File: src/rtl/lu_issue_ctrl.sv
// lu_issue_ctrl
//   Issue scheduler in front of lu_processor. Fetched instruction words are
//   buffered in a small circular FIFO and issued in order, one per cycle,
//   onto the processor's VLD/INSTR_WORD inputs. Outstanding loads are tracked
//   in an in-order scoreboard of destination addresses; the FIFO head is held
//   while it reads or writes a register still waiting for load data, or while
//   it is a load and the scoreboard is full.
//
// Ports
//   clk        clock, all state on the rising edge
//   rst        asynchronous active-high reset
//   IN_VLD     fetch-side instruction valid
//   IN_RDY     FIFO has room (from registered count only)
//   IN_INSTR   fetch-side instruction word {CMD, RESULT, OP1, OP0}
//   VLD        registered issue valid
//   INSTR_WORD registered issued instruction (holds when VLD=0)
//   LDRDY      pulse: oldest outstanding load has returned
//   LD_PEND    number of outstanding loads
//   LD_ERR     sticky: LDRDY seen with no load outstanding
//   STALL_CNT  (only with LU_ISSUE_PERF_EN defined) saturating count of
//              cycles in which a buffered head was blocked
//
// Build option: define LU_ISSUE_PERF_EN to add the STALL_CNT counter/port.

module lu_issue_ctrl #(
    parameter int          INSTR_SIZE = 27,
    parameter int          FIFO_DEPTH = 4,
    parameter int          PEND_MAX   = 2,
    parameter logic [2:0]  LOAD_CMD   = 3'b100
) (
    input  logic                              clk,
    input  logic                              rst,
    input  logic                              IN_VLD,
    output logic                              IN_RDY,
    input  logic [INSTR_SIZE-1:0]             IN_INSTR,
    output logic                              VLD,
    output logic [INSTR_SIZE-1:0]             INSTR_WORD,
    input  logic                              LDRDY,
    output logic [$clog2(PEND_MAX+1)-1:0]     LD_PEND,
    output logic                              LD_ERR
`ifdef LU_ISSUE_PERF_EN
    ,
    output logic [15:0]                       STALL_CNT
`endif
);

    localparam int AW = $clog2(FIFO_DEPTH);
    localparam int CW = $clog2(FIFO_DEPTH + 1);
    localparam int PW = $clog2(PEND_MAX + 1);

    // Instruction FIFO
    logic [INSTR_SIZE-1:0] mem [FIFO_DEPTH];
    logic [AW-1:0]         rd_ptr;
    logic [AW-1:0]         wr_ptr;
    logic [CW-1:0]         count;

    // Load scoreboard: entry 0 is the oldest outstanding load
    logic [PEND_MAX-1:0][7:0] sb_addr;
    logic [PEND_MAX-1:0]      sb_vld;
    logic [PEND_MAX-1:0][7:0] sb_addr_n;
    logic [PEND_MAX-1:0]      sb_vld_n;
    logic [PW-1:0]            ld_pend;
    logic [PW-1:0]            ld_pend_n;
    logic [PW-1:0]            push_idx;

    logic [INSTR_SIZE-1:0] head;
    logic [2:0]            head_cmd;
    logic [7:0]            head_res;
    logic [7:0]            head_op1;
    logic [7:0]            head_op0;
    logic                  fifo_empty;
    logic                  head_is_load;
    logic                  hazard;
    logic                  struct_stall;
    logic                  blocked;
    logic                  issue;
    logic                  push_in;
    logic                  sb_push;
    logic                  sb_pop;

    assign head     = mem[rd_ptr];
    assign head_cmd = head[26:24];
    assign head_res = head[23:16];
    assign head_op1 = head[15:8];
    assign head_op0 = head[7:0];

    assign IN_RDY  = (count != CW'(FIFO_DEPTH));
    assign LD_PEND = ld_pend;

    always_comb begin
        hazard = 1'b0;
        for (int unsigned i = 0; i < PEND_MAX; i++) begin
            if (sb_vld[i] && (sb_addr[i] == head_op0 || sb_addr[i] == head_op1 ||
                              sb_addr[i] == head_res))
                hazard = 1'b1;
        end
    end

    assign fifo_empty   = (count == '0);
    assign head_is_load = (head_cmd == LOAD_CMD);
    // Uses the pre-edge count, so a same-cycle LDRDY does not free the slot
    assign struct_stall = head_is_load && (ld_pend == PW'(PEND_MAX));
    assign blocked      = hazard || struct_stall;
    assign issue        = !fifo_empty && !blocked;
    assign push_in      = IN_VLD && IN_RDY;
    assign sb_push      = issue && head_is_load;
    assign sb_pop       = LDRDY && (ld_pend != '0);

    // Scoreboard next state: pop shifts the queue down one slot, then a new
    // load lands just above the surviving entries.
    always_comb begin
        sb_addr_n = sb_addr;
        sb_vld_n  = sb_vld;
        if (sb_pop) begin
            for (int unsigned i = 0; i + 1 < PEND_MAX; i++) begin
                sb_addr_n[i] = sb_addr[i+1];
                sb_vld_n[i]  = sb_vld[i+1];
            end
            sb_vld_n[PEND_MAX-1] = 1'b0;
        end
        push_idx = ld_pend - PW'(sb_pop);
        if (sb_push) begin
            for (int unsigned i = 0; i < PEND_MAX; i++) begin
                if (PW'(i) == push_idx) begin
                    sb_addr_n[i] = head_res;
                    sb_vld_n[i]  = 1'b1;
                end
            end
        end
        ld_pend_n = ld_pend + PW'(sb_push) - PW'(sb_pop);
    end

    always_ff @(posedge clk) begin
        if (push_in)
            mem[wr_ptr] <= IN_INSTR;
    end

    always_ff @(posedge clk or posedge rst) begin
        if (rst) begin
            rd_ptr     <= '0;
            wr_ptr     <= '0;
            count      <= '0;
            sb_addr    <= '0;
            sb_vld     <= '0;
            ld_pend    <= '0;
            LD_ERR     <= 1'b0;
            VLD        <= 1'b0;
            INSTR_WORD <= '0;
        end else begin
            if (push_in)
                wr_ptr <= wr_ptr + AW'(1);
            if (issue) begin
                rd_ptr     <= rd_ptr + AW'(1);
                INSTR_WORD <= head;
            end
            VLD     <= issue;
            count   <= count + CW'(push_in) - CW'(issue);
            sb_addr <= sb_addr_n;
            sb_vld  <= sb_vld_n;
            ld_pend <= ld_pend_n;
            if (LDRDY && ld_pend == '0)
                LD_ERR <= 1'b1;
        end
    end

`ifdef LU_ISSUE_PERF_EN
    always_ff @(posedge clk or posedge rst) begin
        if (rst)
            STALL_CNT <= '0;
        else if (!fifo_empty && blocked && STALL_CNT != 16'hFFFF)
            STALL_CNT <= STALL_CNT + 16'd1;
    end
`endif

endmodule

File: config.mk
export PLATFORM = sky130hd
export DESIGN_NAME = lu_issue_ctrl
export DESIGN_NICKNAME = d
export VERILOG_FILES = /design/src/rtl/lu_issue_ctrl.sv
export SDC_FILE = /design/constraint.sdc
export NUM_CORES = 1
export LEC_CHECK = 0
export ABC_AREA = 1
export ABC_CLOCK_PERIOD_IN_PS = 3800
export CAP_MARGIN = 20
export CORE_AREA = 2 2 194 139
export CTS_BUF_LIST = sky130_fd_sc_hd__clkbuf_2 sky130_fd_sc_hd__clkbuf_4 sky130_fd_sc_hd__clkbuf_8
export CTS_CLUSTER_DIAMETER = 200
export DETAILED_ROUTE_END_ITERATION = 10
export DIE_AREA = 0 0 196 141
export HOLD_SLACK_MARGIN = 0.1
export PLACE_DENSITY_LB_ADDON = 0.15
export SLEW_MARGIN = 20
export SYNTH_ARGS = -nofsm -noshare
export SYNTH_HDL_FRONTEND = slang
export SYNTH_SLANG_ARGS = --single-unit
File: constraint.sdc
create_clock -name clk -period 3.8 [get_ports clk]
set_input_delay 0.95 -clock clk [delete_from_list [all_inputs] [get_ports clk]]
set_output_delay 0.95 -clock clk [all_outputs]
set_load 0.02 [all_outputs]
==> summary.md, run 1 <==
| Metric | Value |
|---|---|
| Overflow after GRT | 0 |
| Average size of a mapped cell | approximately 9.8 µm² |
| Setup TNS | 0 ps |
| Tcrit/Tclk final | 0.889 |
| Number of global-route vias before repair | approximately 5400 |
| Simple-Gate Fraction of Synth Area | 0.261 |
| FF-to-FF End | count[2] |
| CP Max Fanout | 28 |
| Pleak | around 0.0037 µW |
| Post-Synth Adder-Cell Area | 0.0174 |
| Mapped cell area | approximately 7600 µm² |
| Clock sink total | 164 |
| Gr usage total | 0.158 |
| Cell Chain, Critical Path | buf_4 -> nand3_1 -> nand2_1 -> nand2_1 -> nand2_1 -> nand3_1 -> nor2_1 -> nand2_1 -> nand3_1 -> nand2_2 -> nand3_4 -> inv_4 -> ha_1 -> inv_1 -> ha_1 -> inv_1 -> fa_1 -> xnor2_1 |
| Worst reg2reg path depth | 18 |
| Final Max Tran Viols | 0 |
| Final setup margin | approximately 420 ps |
| First-pass GRT wire length | between 30000 and 40000 µm |
| Mux cell area share after synthesis | 0 |
| Routed via count | approximately 5500 |
| Xor/xnor share of the synthesized area | 0.00806 |
| Multi-input logic area | roughly 2500 µm² |
| Peak supply drop | ~0.37 mV |
| Worst Setup End Kind | flip-flop |
| Core Box Area | 26000 µm² |
| Initial Util | 0.292 |
| HP Class | reg2reg |
| ANT nets after route | 0 |
| R2r startpoint | rd_ptr[1] |
| Pin count of the biggest net entering global routing | 57 |
| Final setup viols | 0 |
| YS warnings | 0 |
| DRC Markers | 0 |
| Setup Buffers After CTS | 0 |
| Seq cells post-synth | 164 |
| Clock Skew | roughly 16 ps |
| Synth Area in Compound Gates | 0.0451 |
| CP startpoint | rd_ptr[1] |
| Total power | around 8000 µW |
| Clk root buf | clkbuf_8 |
| Chip Width | 196 µm |
| Main area contributors after synthesis | edfxtp_1 (43%), dfrtp_1 (18%), nand2_1 (15%), nand3_1 (7.1%), buf_6 (2.5%) |
| Yosys top cell area share | 0.426 |
| Syn_nets | 819 |
| Critical Path RT | around 4200 ps |
| Yosys top cell by area | edfxtp_1 |
| Via/cell ratio | between 4 and 5 |
| Antenna diodes | 0 |
| I/O Buffers | 62 |
| Slowest cell delay on critical path | 410 ps |
| Main combinational cell family by area after synthesis | simple AND/OR/NAND/NOR gates |
| Worst skew pair latency | around 480 ps |
| Max frequency | just under 300 MHz |
| CTS Buf Count | 17 |
| Share of cells above drive strength 1 | 0.0955 |
| Post-layout net count | 887 |
| WL final | 20700 µm |
| Worst-margin pin slew | ~730 ps |
| Status | completed |
| Worst Setup EP | count[2] |
| Most frequent CP cell | nand2_1 |
| Yosys cell types | 35 |
| Gate Count Post-Synth | ~780 |
| Sequential share of the synthesized area | 0.611 |
| Dpl hpwl | between 10000 and 15000 µm |
| H-tree lvl count | 4 |
| Cell Pwr Density | between 800 and 900 nW/µm² |
| Reg2Reg Setup Slack | between 400 and 500 ps |
| Drt wl/cell | about 17 µm |
| Worst slack at placement | 463 ps |
| # rows | 50 |
| Post-CTS Hold Buffers | 0 |
| RSZ-0062 raised after global routing | no |
| Initial DRC Count | 309 |
| Area grow syn2layout | 17.4% |
| Initial antenna violation count | 0 |
| Post-cts sizing count | 0 |
| Critical Path AT | 3740 ps |
| Sequential cell area | 4640 µm² |
| Final hold vios | 0 |
| CP max-delay cell | buf_4 |
| Max cap viols | 0 |
| RePlAce Congestion | 0.837 |
| Final-layout fill cell count | about 2600 |
| Clock buffer depth | 2 |
| WS Path Type | reg2reg |
| CP Launch Type | flip-flop |
| Post-layout util | 0.343 |
| CTS clk-pin slew, worst paths | around 90 ps |
| Die area | roughly 28000 µm² |
| Initial DRT Pass Iterations | 5 |
| CTS tree | built |
| Min Tclk post-route | 3380 ps |
| Num ports | between 60 and 70 |
| Max transition margin | 0.511 |
| Die height | between 100 and 150 µm |
## worst max-delay path, delay by kind of cell, from the launching register on
family	cells	cell delay [ps]
and+or+nand+nor	10	1410
buffers and inverters	4	580
adders and majority gates	3	770
DFF	1	360
xor gates and xnor gates	1	140
## cells in the final DEF, fill, tap and decap left out, types with 17 or more instances in the layout
| cell type | n |
|---|---|
| clkbuf_8 | 17 |
| inv_1 | 40 |
| nand2_1 | 306 |
| nand3_1 | 108 |
| edfxtp_1 | 108 |
| o21ai_0 | 29 |
| nor2_1 | 22 |
| clkdlybuf4s50_1 | 62 |
| dfrtp_1 | 56 |
| o21ai_1 | 17 |
## worst min-delay path by stage
stage,startpoint,endpoint,slack (ps),cells after the start
2_1_floorplan,count[0],count[0],500,1
3_3_place_gp,INSTR_WORD[26],INSTR_WORD[26],470,2
3_5_place_dp,LD_ERR,LD_ERR,470,1
4_1_cts,INSTR_WORD[26],INSTR_WORD[26],490,2
5_1_grt,INSTR_WORD[12],INSTR_WORD[12],520,2
6_report,INSTR_WORD[26],INSTR_WORD[26],490,2
## kinds of logic after synthesis
group,after synthesis
adders and majority gates,10
DFF,164
buffers and inverters,74
AOI/OAI and AO/OA,60
xor gates and xnor gates,7
and+or+nand+nor,463
## layer usage
layer | global-route usage | share of wire
met1 | 0.230 | 0.52
met2 | 0.235 | 0.43
met3 | 0.0356 | 0.046
met4 | 0.0447 | 0.0077
met5 | 0 | 0
## cell usage after synthesis, drive strengths merged
library cell	n
nor3	1
o21ai	53
fa	1
nand3	115
clkbuf	3
o22a	2
xnor2	3
xor2	4
edfxtp	108
ha	9
nand4	3
dfrtp	56
nor2	28
o22ai	1
a21oi	3
a31o	1
inv	48
buf	23
nand2	316
## area by class of cell
class,count,area share
inverters,48,0.0205
well taps,338,0.0474
clock buffers,18,0.0270
repair buffers,75,0.0860
multi-input cells,540,0.284
flip-flops and latches,164,0.520
clock inverters,14,0.0151
## per-stage QoR
step | std cells | instance area [µm²] | hold WS (ps)
final | 1197 | 8930 | 489
after global routing | 1197 | 8930 | 515
after CTS | 1197 | 8930 | 494
after detailed placement | 1165 | 8550 | 467
after global placement | 1165 | 8550 | 468
after floorplan | 778 | 7610 | 503
## registers in the layout, summed over array words and instances (netlist names)
name        flops
rd_ptr          2
INSTR_WORD     27
LD_ERR          1
LD_PEND         2
VLD             1
count           3
mem           108
sb_vld          2
wr_ptr          2
sb_addr        16
## power breakdown
| group | switching (µW) | internal (µW) |
|---|---|---|
| combinational | 2680 | 1300 |
| sequential | 288 | 2460 |
| clock | 663 | 584 |
| total | 3630 | 4350 |
No activity file was read; power rests on OpenSTA's default activity.
==> run 2, diff against run 1 <==
- CORE_AREA: 2 2 194 139 -> 2 2 151 109
- DIE_AREA: 0 0 196 141 -> 0 0 153 111
==> summary.md, run 2 (synthesis gave the netlist of run 1 again) <==
| Metric | Value |
|---|---|
| Max cap viols | 0 |
| Worst Setup End Kind | flip-flop |
| Post-Layout Cell Count | between 1000 and 1500 |
| Worst skew pair latency | between 400 and 500 ps |
| Dpl hpwl | around 13000 µm |
| Top Registers | mem: 108 flops, INSTR_WORD: 27 flops, sb_addr: 16 flops |
| Pin count of the biggest net entering global routing | 57 |
| Antenna diodes | 0 |
| Initial antenna violation count | 0 |
| Clock sink total | approximately 160 |
| I/O Buffers | 62 |
| Most frequent CP cell | nand2_1 |
| Initial Util | 0.483 |
| Min Tclk post-route | ~3200 ps |
| Worst-margin pin slew | between 700 and 800 ps |
| Core Box Area | approximately 16000 µm² |
| Share of cells above drive strength 1 | 0.0968 |
| Critical Path RT | roughly 4200 ps |
| # rows | 39 |
| DRC Markers | 0 |
| Pleak | about 0.0036 µW |
| Commonest non-fill, non-tap cell in the layout | nand2_1 |
| Cell Chain, Critical Path | inv_2 -> nand3_1 -> nand2_1 -> nand2_1 -> nand2_1 -> nand2_1 -> nor2_1 -> nand2_1 -> nand3_1 -> nand2_2 -> nand3_4 -> inv_4 -> ha_1 -> inv_1 -> ha_1 -> inv_1 -> fa_1 -> xnor2_1 |
| Peak supply drop | approximately 0.37 mV |
| Reg with most FFs | mem |
| Max reg flops | roughly 110 |
| Critical Path AT | approximately 3600 ps |
| Commonest non-fill, non-tap cells in the layout | nand2_1 (306), nand3_1 (108), edfxtp_1 (108), clkdlybuf4s50_1 (62), dfrtp_1 (56) |
| CTS Buf Count | 17 |
| Status | completed |
| Final-layout fill cell count | around 1400 |
| Reg2Reg Setup Slack | around 560 ps |
| Min Hold Slack | 487 ps |
| Cell Pwr Density | 909 nW/µm² |
| Gr usage total | 0.240 |
| Post-CTS Hold Buffers | 0 |
| WL final | around 19000 µm |
| Initial DRC Count | 576 |
| CP Launch Type | flip-flop |
| Die area | approximately 17000 µm² |
| Tcrit/Tclk final | 0.854 |
| Overflow after GRT | 0 |
| Max frequency | ~310 MHz |
| Design area | roughly 8800 µm² |
| Num ports | between 60 and 70 |
| Setup TNS | 0 ps |
| Area grow syn2layout | 15.1% |
| Clock Skew | ~10 ps |
| Post-layout net count | roughly 890 |
| WS Path Type | reg2reg |
| H-tree lvl count | 4 |
| Number of global-route vias before repair | about 5700 |
| Final setup viols | 0 |
| Routed via count | 5757 |
| RSZ-0062 raised after global routing | no |
| DP Area | 8350 µm² |
| Post-cts sizing count | 0 |
| Post-layout util | 0.555 |
| CTS tree | built |
| Drt wl/cell | between 15 and 20 µm |
| HP Class | reg2reg |
| Max transition margin | 0.471 |
| Die height | 111 µm |
| Slowest cell delay on critical path | between 400 and 500 ps |
| Chip Width | roughly 150 µm |
| CP Max Fanout | 28 |
| RePlAce Congestion | around 0.9 |
| Final hold vios | 0 |
| Setup Buffers After CTS | 0 |
| Initial DRT Pass Iterations | 5 |
| Clock buffer depth | 2 |
| ANT nets after route | 0 |
| Clk root buf | clkbuf_8 |
| Final Max Tran Viols | 0 |
| Placed cells | roughly 1000 |
| CTS clk-pin slew, worst paths | about 90 ps |
| CP max-delay cell | inv_2 |
| First-pass GRT wire length | roughly 31000 µm |
| Via/cell ratio | around 5.4 |
run 2: worst max-delay path, delay by kind of cell (launching register included):
kind | cells | cell delay, ps
fa+ha+maj | 3 | 770
simple gates | 10 | 1170
buf+inv | 4 | 630
flops | 1 | 390
xor+xnor | 1 | 140
run 2: routing by layer:
metal	vias to the layer above	part of all wire	GRT usage
met5	-	0	0
li1	2725	-	-
met1	2811	0.45	0.332
met4	0	0.020	0.0772
met3	34	0.066	0.0637
met2	187	0.46	0.372
run 2: where the power goes:
part / leakage, µW / switching (µW) / internal [µW]
Clock: 0.000195 / 697 / 600
Sequential: 0.00166 / 300 / 2460
Combinational: 0.00179 / 2630 / 1270
run 2: path summary, 6_finish.rpt:
kind / start / to / cells past startpoint
setup / recovery: rd_ptr[1] / count[2] / 18
hold / removal: LD_ERR / LD_ERR / 1
setup reg to reg: rd_ptr[1] / count[2] / 18
hold reg to reg: LD_ERR / LD_ERR / 1
max in group asynchronous: rst / sb_addr[14] / 3
min in group asynchronous: rst / INSTR_WORD[10] / 2
run 2: final cells by class:
cell class                      count  area (µm²)  share of cell area
Sequential cell                   164        4640               0.531
Multi-Input combinational cell    540        2530               0.290
Timing Repair Buffer               73         728              0.0832
Tap cell                          205         256              0.0293
Clock buffer                       17         234              0.0267
Inverter                           48         183              0.0209
Clock inverter                     15         170              0.0194
run 2: through the flow:
step | worst slack, ps | power (µW)
2_1_floorplan | 1060 | 5520
5_1_grt | 333 | 8560
6_report | 556 | 7960
3_5_place_dp | 588 | 6660
3_3_place_gp | 595 | 6570
4_1_cts | 553 | 7990
